$ cat config.mk
export PLATFORM = sky130hd
export DESIGN_NAME = mux4_rr_arbiter
export DESIGN_NICKNAME = d
export VERILOG_FILES = /design/src/rtl/mux4_rr_arbiter.sv
export SDC_FILE = /design/constraint.sdc
export NUM_CORES = 1
export LEC_CHECK = 0
export ABC_AREA = 1
export CORE_MARGIN = 5
export CORE_UTILIZATION = 32
export CTS_CLUSTER_DIAMETER = 30
export DETAILED_ROUTE_END_ITERATION = 10
export GPL_ROUTABILITY_DRIVEN = 0
export HOLD_SLACK_MARGIN = 0.12
export PLACE_DENSITY = 0.85
export SLEW_MARGIN = 0
export SYNTH_ARGS = -nofsm -noshare
export SYNTH_HDL_FRONTEND = slang
export SYNTH_SLANG_ARGS = --single-unit
$ cat constraint.sdc
create_clock -name clk -period 1.4 [get_ports clk]
set_input_delay 0.14 -clock clk [delete_from_list [all_inputs] [get_ports clk]]
set_output_delay 0.14 -clock clk [all_outputs]
set_load 0.005 [all_outputs]
$ cat src/rtl/mux4_rr_arbiter.sv
// mux4_rr_arbiter
// Round-robin arbiter that shares one downstream channel among four
// packet-based requesters. Ownership is taken in IDLE, held for a whole
// packet (until a transfer with last), then released with one idle bubble.
// An optional beat limit forces a release on long packets.
//
// Ports:
//   clk, rst           rising-edge clock, synchronous active-high reset
//   in_valid[3:0]      per-requester valid
//   in_last[3:0]       per-requester end-of-packet, qualified by valid
//   in_data0..3        per-requester payloads
//   in_ready[3:0]      per-requester ready (only the owner's bit can be set)
//   out_valid/out_data/out_last, out_ready   downstream channel
//   grant[1:0]         current or most recent owner
//   busy               high while a packet is locked
module mux4_rr_arbiter #(
  parameter int WIDTH     = 8,
  parameter int MAX_BEATS = 0
) (
  input  logic             clk,
  input  logic             rst,
  input  logic [3:0]       in_valid,
  input  logic [3:0]       in_last,
  input  logic [WIDTH-1:0] in_data0,
  input  logic [WIDTH-1:0] in_data1,
  input  logic [WIDTH-1:0] in_data2,
  input  logic [WIDTH-1:0] in_data3,
  output logic [3:0]       in_ready,
  output logic             out_valid,
  output logic [WIDTH-1:0] out_data,
  output logic             out_last,
  input  logic             out_ready,
  output logic [1:0]       grant,
  output logic             busy
);

  // Wide enough to hold MAX_BEATS; at least one bit when the limit is off.
  localparam int BW = $clog2(MAX_BEATS + 2);

  typedef enum logic {
    IDLE   = 1'b0,
    LOCKED = 1'b1
  } state_t;

  state_t          state_q, state_d;
  logic [1:0]      ptr_q, ptr_d;
  logic [1:0]      grant_q, grant_d;
  logic [BW-1:0]   beat_q, beat_d;

  logic [WIDTH-1:0] data_arr [4];
  logic [1:0]       cand [4];
  logic [3:0]       cand_req;
  logic [1:0]       winner;
  logic             any_req;
  logic             xfer;
  logic [BW-1:0]    beat_inc;
  logic             limit_hit;

  assign data_arr[0] = in_data0;
  assign data_arr[1] = in_data1;
  assign data_arr[2] = in_data2;
  assign data_arr[3] = in_data3;

  // Candidate k is the requester k+1 places above the last owner; the
  // 2-bit addition wraps modulo 4, giving the rotating priority order.
  generate
    for (genvar gi = 0; gi < 4; gi++) begin : g_scan
      assign cand[gi]     = ptr_q + 2'(gi + 1);
      assign cand_req[gi] = in_valid[cand[gi]];
    end
  endgenerate

  // Lowest-numbered requesting candidate wins (scan from the top down so
  // the last assignment is the highest-priority one).
  always_comb begin
    winner = cand[0];
    for (int k = 3; k >= 0; k--) begin
      if (cand_req[k]) winner = cand[k];
    end
  end

  assign any_req   = |in_valid;
  assign xfer      = (state_q == LOCKED) && in_valid[grant_q] && out_ready;
  assign beat_inc  = beat_q + BW'(1);
  assign limit_hit = (MAX_BEATS > 0) && (beat_inc == BW'(MAX_BEATS));

  // State register
  always_ff @(posedge clk) begin
    if (rst) begin
      state_q <= IDLE;
      ptr_q   <= 2'd3;
      grant_q <= 2'd0;
      beat_q  <= '0;
    end else begin
      state_q <= state_d;
      ptr_q   <= ptr_d;
      grant_q <= grant_d;
      beat_q  <= beat_d;
    end
  end

  // Next-state logic
  always_comb begin
    state_d = state_q;
    ptr_d   = ptr_q;
    grant_d = grant_q;
    beat_d  = beat_q;
    case (state_q)
      IDLE: begin
        if (any_req) begin
          state_d = LOCKED;
          grant_d = winner;
          beat_d  = '0;
        end
      end
      LOCKED: begin
        if (xfer) begin
          beat_d = beat_inc;
          // Release on end of packet, or forcibly once the beat limit is
          // reached; the rest of a cut packet waits for a later grant.
          if (in_last[grant_q] || limit_hit) begin
            state_d = IDLE;
            ptr_d   = grant_q;
          end
        end
      end
      default: state_d = IDLE;
    endcase
  end

  // Output logic: zero-latency pass-through from the owner while locked.
  always_comb begin
    in_ready  = 4'b0000;
    out_valid = 1'b0;
    out_data  = '0;
    out_last  = 1'b0;
    if (state_q == LOCKED) begin
      out_valid         = in_valid[grant_q];
      out_data          = data_arr[grant_q];
      out_last          = in_last[grant_q];
      in_ready[grant_q] = out_ready;
    end
  end

  assign busy  = (state_q == LOCKED);
  assign grant = grant_q;

endmodule

[Word level (Yosys, flattened, before mapping)]
Cells that the tools add are included.
Storage, ports and cells
  register bits: 5
  latch bits: 0
  bits in writable memories: 0
  bits in read-only memories: 0
  bits of input ports: 43
  output and inout port bits: 17
  logic and storage cells: 51
  memories kept: 0
Cells by class
  $add $sub $neg: 3
  multiply operators: 0
  divide/modulo/power cells: 0
  $lt $le $gt $ge: 7
  equal/unequal tests: 0
  shift-type cells: 0
  muxes and demuxes: 29
  bitwise logic cells: 3
  reductions and logical operators: 6
Operator list (count)
  2-to-1 mux 8 bit: 3
  binary-select mux 8 bit (select 2 bit): 1
  less-than comparator 2 x 3 -> 1 bit, second input constant: 5
  binary-select mux 1 bit (select 2 bit): 6
  2-to-1 mux 1 bit: 12
  2-to-1 mux 2 bit: 4
  adder 2 bit, second input constant: 2
  bitwise AND 4 bit: 1
  2-to-1 mux 4 bit: 1
  OR reduction 4 bit: 1
  >= comparator 3 bit, second input constant: 1
  logical AND 1 bit: 3
  NOT 2 -> 3 bit: 1
  AND reduction 3 bit: 1
  adder 2 x 1 -> 2 bit, second input constant: 1
  demux 1 bit (select 2 bit): 1
  >= comparator 2 x 1 -> 1 bit, second input constant: 1
  case mux 1 bit (2 select lines): 1
  AND reduction 2 bit: 1
  NOT 1 bit: 1

[Longest topological paths before layout]
  depth in word-level cells: 6
  gate-level depth with buffers: 12

[Worst setup path after synthesis]
OpenSTA, ideal clock, no wires.
  path kind: reg-to-reg
  start point: register grant_q[1] (netlist: grant[1])
  end point: register state_q (netlist: busy)
  library setup time: 114 ps
  arrival time: 1168 ps
  data required time: 1286 ps
  path slack: 117 ps
  cell stages (with the launch flop): 11
  buffers on the path: 1
  cells stage by stage: dfxtp_1 > buf_6 > inv_6 > nor2_8 > nand2_2 > nand4_2 > inv_2 > nor2_4 > nand2_2 > a21oi_1 > nor2_1
On the way
  word-level cells in the longest chain between the ends: 6
RTL lines
  from (decl): line 47  | logic [1:0] grant_q, grant_d;
  from (signal assigned): line 97  | grant_q <= grant_d;
  binary-select mux 1 bit (select 2 bit): line 83  | assign xfer = (state_q == LOCKED) && in_valid[grant_q] && out_ready;
  2-to-1 mux 1 bit (not written as such): line 83
  logical AND 1 bit (2 in series): line 83
  2-to-1 mux 1 bit *: line 117  | if (xfer) begin
  case mux 1 bit (2 select lines) *: line 108  | case (state_q)
  to (signal assigned): line 95  | state_q <= state_d;
  to (decl): line 45  | state_t state_q, state_d;
Mark *: on every way between the ends. The rest lies on a longest branch, timed or not. The select of a mux whose other input is x is not followed.
A chain may end at the register's enable or synchronous reset.

[Worst setup path after layout]
  start point: register grant_q[0] (netlist: grant[0])
  end point: output port out_valid
On the way
  word-level cells in the longest chain between the ends: 3
RTL lines
  binary-select mux 1 bit (select 2 bit): line 138  | out_valid = in_valid[grant_q];
  2-to-1 mux 1 bit (not written as such): line 138
  2-to-1 mux 1 bit: line 137  | if (state_q == LOCKED) begin
  to (decl): line 29  | output logic out_valid,
No other way between the ends. The select of a mux whose other input is x is not followed.

==> run metrics <==
Setup WS post-layout=-163.1 ps; post-synthesis cell type count=25; Vias/cell=between 5 and 6; Num CTS Buffers=3; Post-CTS Hold Fix Bufs=0; clock buffer depth=2; Chip Height=slightly below 60 um; Period minus WS final=about 1600 ps; total leakage power=just over 0.8 nW; layout cells sized above 1=about 45%; synthesized netlist cell count=114; final core occ=between 70% and 80%; cell area power density=between 600 and 700 nW/um2; worst-path cell chain=buf_12 > inv_8 > nor2_4 > buf_6 > buf_6 > nand2_2 > nand4_2 > inv_2 > nor2_1 > buf_2; # setup viols final=15; Crit Path Max Fanout=4; Routed WL=4203 um; register area share after synthesis=a little over an eighth; maxcap violations=0; Initial Util=between 30 and 40%; count of non-filler cells in the finished layout=between 200 and 250; Worst Setup Start Kind=flip-flop; Crit path required time=around 1300 ps; GRT overflow=0; Iter 0 DRT Violations=72; period utilization=111.6%; ANT nets after route=0; Final Max Tran Viols=0; Clock Latency Late Sink=about 260 ps; Nets=255; RSZ-0062 raised after global routing=yes; pre-CTS setup slack=-381.5 ps; most frequent cells in the layout=clkdlybuf4s50_1, nand2_1, buf_4, buf_2, buf_6; antenna violations before repair=0; Worst path max stage delay=approximately 360 ps; Final Hold Viols=0; Worst Setup End Kind=output port; worst hold slack=434.4 ps; Syn Area/Cell=around 6.5 um2; CTS tree=done; IO Pins=60; floorplan row count=17; Crit-path slowest cell=dfxtp_4; syn_nets=157; Final Power=approximately 1.2 mW; Crit path max-delay family=buffers and inverters; Die Wd=about 58 um; Post-DP Area=1460 um2; Buf+Inv Stages, Crit Path=6; routed length per instance=17.59 um; Reg clk slew, reported paths=around 50 ps; synth warn=0; Via Count=roughly 1.3k; Worst-Margin Slew=208.1 ps; largest net degree at the start of global routing=11; WP data arrival=1420 ps; Seq cells post-synth=5; slew margin rel.=85.95%; first-pass GRT wire length=roughly 6200 um; status=finished with violations; vias in the first global route=~1.3k; Core Region=around 2200 um2; CTS H-tree depth=1; DRC Markers=0; iteration count of the initial detailed-routing pass=4; Setup TNS=-1700 ps; placed cells=roughly 220; worst hold path class=in2reg; VDD IR max=roughly 0.63 mV; most common cell after layout, fill and taps aside=clkdlybuf4s50_1; # diodes=0; GRT Total Usage=23.61%; clk_skew=8.170 ps; Syn Std Cell Area=737.0 um2; fmax=~640 MHz; most used cell, CP=buf_6; Sink Count=5; IO buf count=59; violated checks=setup timing; Area growth syn-to-layout=139.2%; hpwl dp=~2600 um; die area=3363 um2; critical path class=reg2out; FILL cells=approximately 140; fin area=1763 um2; clock root buffer=clkbuf_4
## sequential cells by signal, indices dropped and copies added (netlist names)
name,cells
busy,1
grant,2
ptr_q,2
## per-layer routing
layer  global-route usage (%)  vias to the layer above  wire, um
li1                         -                      600         -
met4                    8.278                        0       156
met1                    25.40                      607      1448
met5                        0                        -         0
met3                    6.682                       16       466
met2                    43.55                       89      2131
## worst paths after layout
kind                               from                     to  slack [ps]  cells past startpoint
setup / recovery  grant[0]$_SDFFE_PP0P_              out_valid        -160                     10
hold / removal                      rst        busy$_SDFF_PP0_         430                      2
setup reg to reg  grant[0]$_SDFFE_PP0P_        busy$_SDFF_PP0_        -120                     13
hold reg to reg   ptr_q[1]$_SDFFE_PP1P_  ptr_q[1]$_SDFFE_PP1P_         560                      2
## final cells by class
| type | instances | area, um2 | area share (%) |
|---|---|---|---|
| repair buffers | 94 | 862.1 | 48.90 |
| multi-input cells | 92 | 640.6 | 36.34 |
| flip-flops and latches | 5 | 115.1 | 6.529 |
| inverters | 16 | 82.58 | 4.684 |
| well taps | 28 | 35.03 | 1.987 |
| clock buffers | 3 | 22.52 | 1.278 |
| clock inverters | 1 | 5.005 | 0.2839 |
## cell families (layout without fill, tap and decap cells)
logic type,after synthesis,after routing,synth area share [%]
compound gates,38,38,33.62
buf+inv,19,114,13.92
flops,5,5,13.58
simple gates,52,54,38.88
## cell usage after synthesis (all sizes together)
| library cell | count | area share, % |
|---|---|---|
| a21oi | 12 | 8.1 |
| a22oi | 17 | 18 |
| a31oi | 1 | 0.85 |
| a41oi | 1 | 1.2 |
| buf | 3 | 4.1 |
| clkinv | 2 | 1.0 |
| dfxtp | 5 | 14 |
| inv | 14 | 8.8 |
| nand2 | 31 | 19 |
| nand3 | 9 | 6.1 |
| nand4 | 1 | 1.7 |
| nor2 | 8 | 11 |
| nor3 | 3 | 2.0 |
| o211ai | 2 | 2.0 |
| o21ai | 5 | 3.4 |
## where the power goes
| group | switching (mW) | total, mW | leakage (nW) | internal, mW |
|---|---|---|---|---|
| Combinational | 0.379 | 0.838 | 0.768 | 0.459 |
| Clock | 0.0754 | 0.180 | 0.0177 | 0.104 |
| Sequential | 0.0270 | 0.184 | 0.0429 | 0.157 |
| Total | 0.482 | 1.20 | 0.829 | 0.720 |
## what timing repair did
action,4_1_cts,5_1_grt
setup buffers,16,2
pin swaps,12,4
cloned,2,0
gates resized for setup,88,14
setup endpoints to repair,21,17
Power figures use the tool's default switching activity.
==> variant, RTL diff (config.mk and constraints unchanged) <==
Make the reset (`rst`) asynchronous in one clocked block. Comments in the files are not updated.
--- a/src/rtl/mux4_rr_arbiter.sv
+++ b/src/rtl/mux4_rr_arbiter.sv
@@ -85,7 +85,7 @@
   assign limit_hit = (MAX_BEATS > 0) && (beat_inc == BW'(MAX_BEATS));
 
   // State register
-  always_ff @(posedge clk) begin
+  always_ff @(posedge clk or posedge rst) begin
     if (rst) begin
       state_q <= IDLE;
       ptr_q   <= 2'd3;
Function: differs if rst is asserted again (counterexample within 4 cycles, from zero or initial values and one cycle with rst high); with rst held inactive, the same outputs for 10 cycles.
==> variant against the unedited design <==
The run still ends with negative setup slack left; synthesized area is 4.9% lower; sequential cell count stayed put; synthesized cell count is 8.8% higher; setup slack worse by 0.055 ns; routed wire length is 14% lower; non-clock buffer count is 6 lower; clock skew is 0.0035 ns higher; cell area is 6.7% lower; utilization is 3.1 points lower; count of clock-buffer cells in the layout is 1 higher; final cell count is 1.7% higher.
Power is not compared: it rests on default switching activity, and its combinational part moved more than twofold at a synthesized area within 25%.
==> variant: results (changes against the unedited design) <==
yosys:
  syn_nets: 167  # +6.4%
  synth_xor_area_frac: 0  # unchanged
  async_flop_share: 1.00  # +1.00
  synth_common_cells: "nand2_1, a22oi_1, a31oi_1, inv_2"
  synth_area_leaders: "nand2_1, dfrtp_1, a22oi_1"
  ys.flop_type: "dfrtp_1"
  synth_cells: 124  # +8.8%
  ys_seq_area_frac: 0.182  # +0.0463
  synth-compound-area-share: 0.243  # -0.0933
  muxShareOfSynthArea: 0  # unchanged
  yosys.cell_types.count: 22  # -12%
placed_design:
  dp_slack_ns: -0.410  # -0.0287 ns
  dpl-instance-area_um2: 1450  # -1.0%
  dpl.cell_count: 227  # +5.6%
  port_buffers: 59  # unchanged
  hpwlAfterDp_um: 2510  # -4.1%
outcome:
  violations: "negative setup slack"
  outcome: "complete, but fails checks"
cts:
  cts_resized: 73  # -17%
  ctsHoldBuffers: 1  # +1
  cts_made_buffers: 3  # unchanged
  cts_max_level: 1  # unchanged
  post_cts_buffers: 6  # -10
  cts_buffer_depth: 2  # unchanged
  cts.root.buffer_cell: "clkbuf_4"
global_routing:
  antenna_found_initial: 0  # unchanged
  grt_first_pass_wirelength_um: 5580  # -9.8%
  grt.total_usage: 0.213  # -0.0233
  grt_pass1_vias: 1260  # -5.5%
cells_and_area:
  nFillCells: 173  # +26%
  drive_gt1_frac: 0.419  # -0.0269
  final_net_count: 259  # +1.6%
  final_cells: 243  # +1.7%
worst_setup_path:
  r2r_end: "grant[0]"
  cp_max_fo: 4  # unchanged
  cp_slowest_cell: "dfrtp_2"
  cp_top_family: "flip-flops"
  rr_worst_depth: 10  # -3
  cpPeakStageDelay_ns: 0.44  # +0.08 ns
  critPathArrivalTime_ns: 1.48  # +0.06 ns
  rrSetupSlack_ns: -0.09  # +0.03 ns
  r2r-start: "ptr_q[0]"
pwr:
  power_leakage_nw: 0.786
  peakVddDrop_v: 0.00148
timing:
  whs_ns: 0.517  # +0.0827 ns
  finalSetupViolCount: 16  # +1
  relSlewSlack: 0.798  # -0.0619
  finClkSkew_ns: 0.0117  # +0.00353 ns
  fin_ws_ns: -0.219  # -0.0555 ns
  setup-tns-final_ns: -2.13  # -0.426 ns
route:
  drtIter0Drc: 52  # -28%
  wire_per_inst_um: 15.0  # -15%
  firstDrtPassIters: 4  # unchanged
  drt-vias-per-instance: 5.21  # -5.2%
hold_path:
  hp-class: "reg2reg"
  hold_end: "ptr_q[1]"
  min_from: "ptr_q[1]"
-- variant: area by class of cell --
| type | instances | area [µm²] | share of cell area |
|---|---|---|---|
| Inverter | 18 | 75.1 | 0.0456 |
| Sequential cell | 5 | 130 | 0.0791 |
| Timing Repair inverter | 1 | 7.51 | 0.00456 |
| Multi-Input combinational cell | 99 | 601 | 0.365 |
| Clock buffer | 4 | 26.3 | 0.0160 |
| Timing Repair Buffer | 88 | 771 | 0.468 |
| Tap cell | 28 | 35.0 | 0.0213 |
-- variant: per-layer routing --
metal | global-route usage | share of wire | vias up | wire (µm)
met5 | 0 | 0 | - | 0
met4 | 0.0695 | 0.029 | 0 | 107
met3 | 0.0552 | 0.094 | 13 | 341
met2 | 0.399 | 0.51 | 77 | 1840
met1 | 0.227 | 0.37 | 582 | 1350
li1 | - | - | 593 | -
-- variant: power by group --
group / switching, mW / internal (mW)
Sequential: 0.145 / 0.238
Combinational: 1.33 / 1.34
Clock: 0.0681 / 0.108
Total: 1.54 / 1.69
-- variant: logic make-up after synthesis --
group	Yosys count
and+or+nand+nor	72
AOI/OAI and AO/OA	27
DFF	5
buffers and inverters	20
-- variant: worst max-delay path by stage --
| stage | cells past startpoint | to | slack [ns] | from |
|---|---|---|---|---|
| after floorplan | 12 | grant[0] | 0.03 | ptr_q[0] |
| after global placement | 7 | out_valid | -0.34 | in_valid[3] |
| after detailed placement | 7 | out_valid | -0.41 | in_valid[3] |
| after CTS | 6 | out_data[7] | -0.20 | grant[0] |
| after global routing | 7 | out_valid | -0.26 | grant[0] |
| final | 7 | out_valid | -0.22 | grant[0] |
-- variant: worst reg2reg max path: cells and delay by family, from the launching register on --
| kind | cells | cell delay [ns] |
|---|---|---|
| simple gates | 9 | 0.62 |
| flops | 1 | 0.62 |
| buf+inv | 1 | 0.15 |
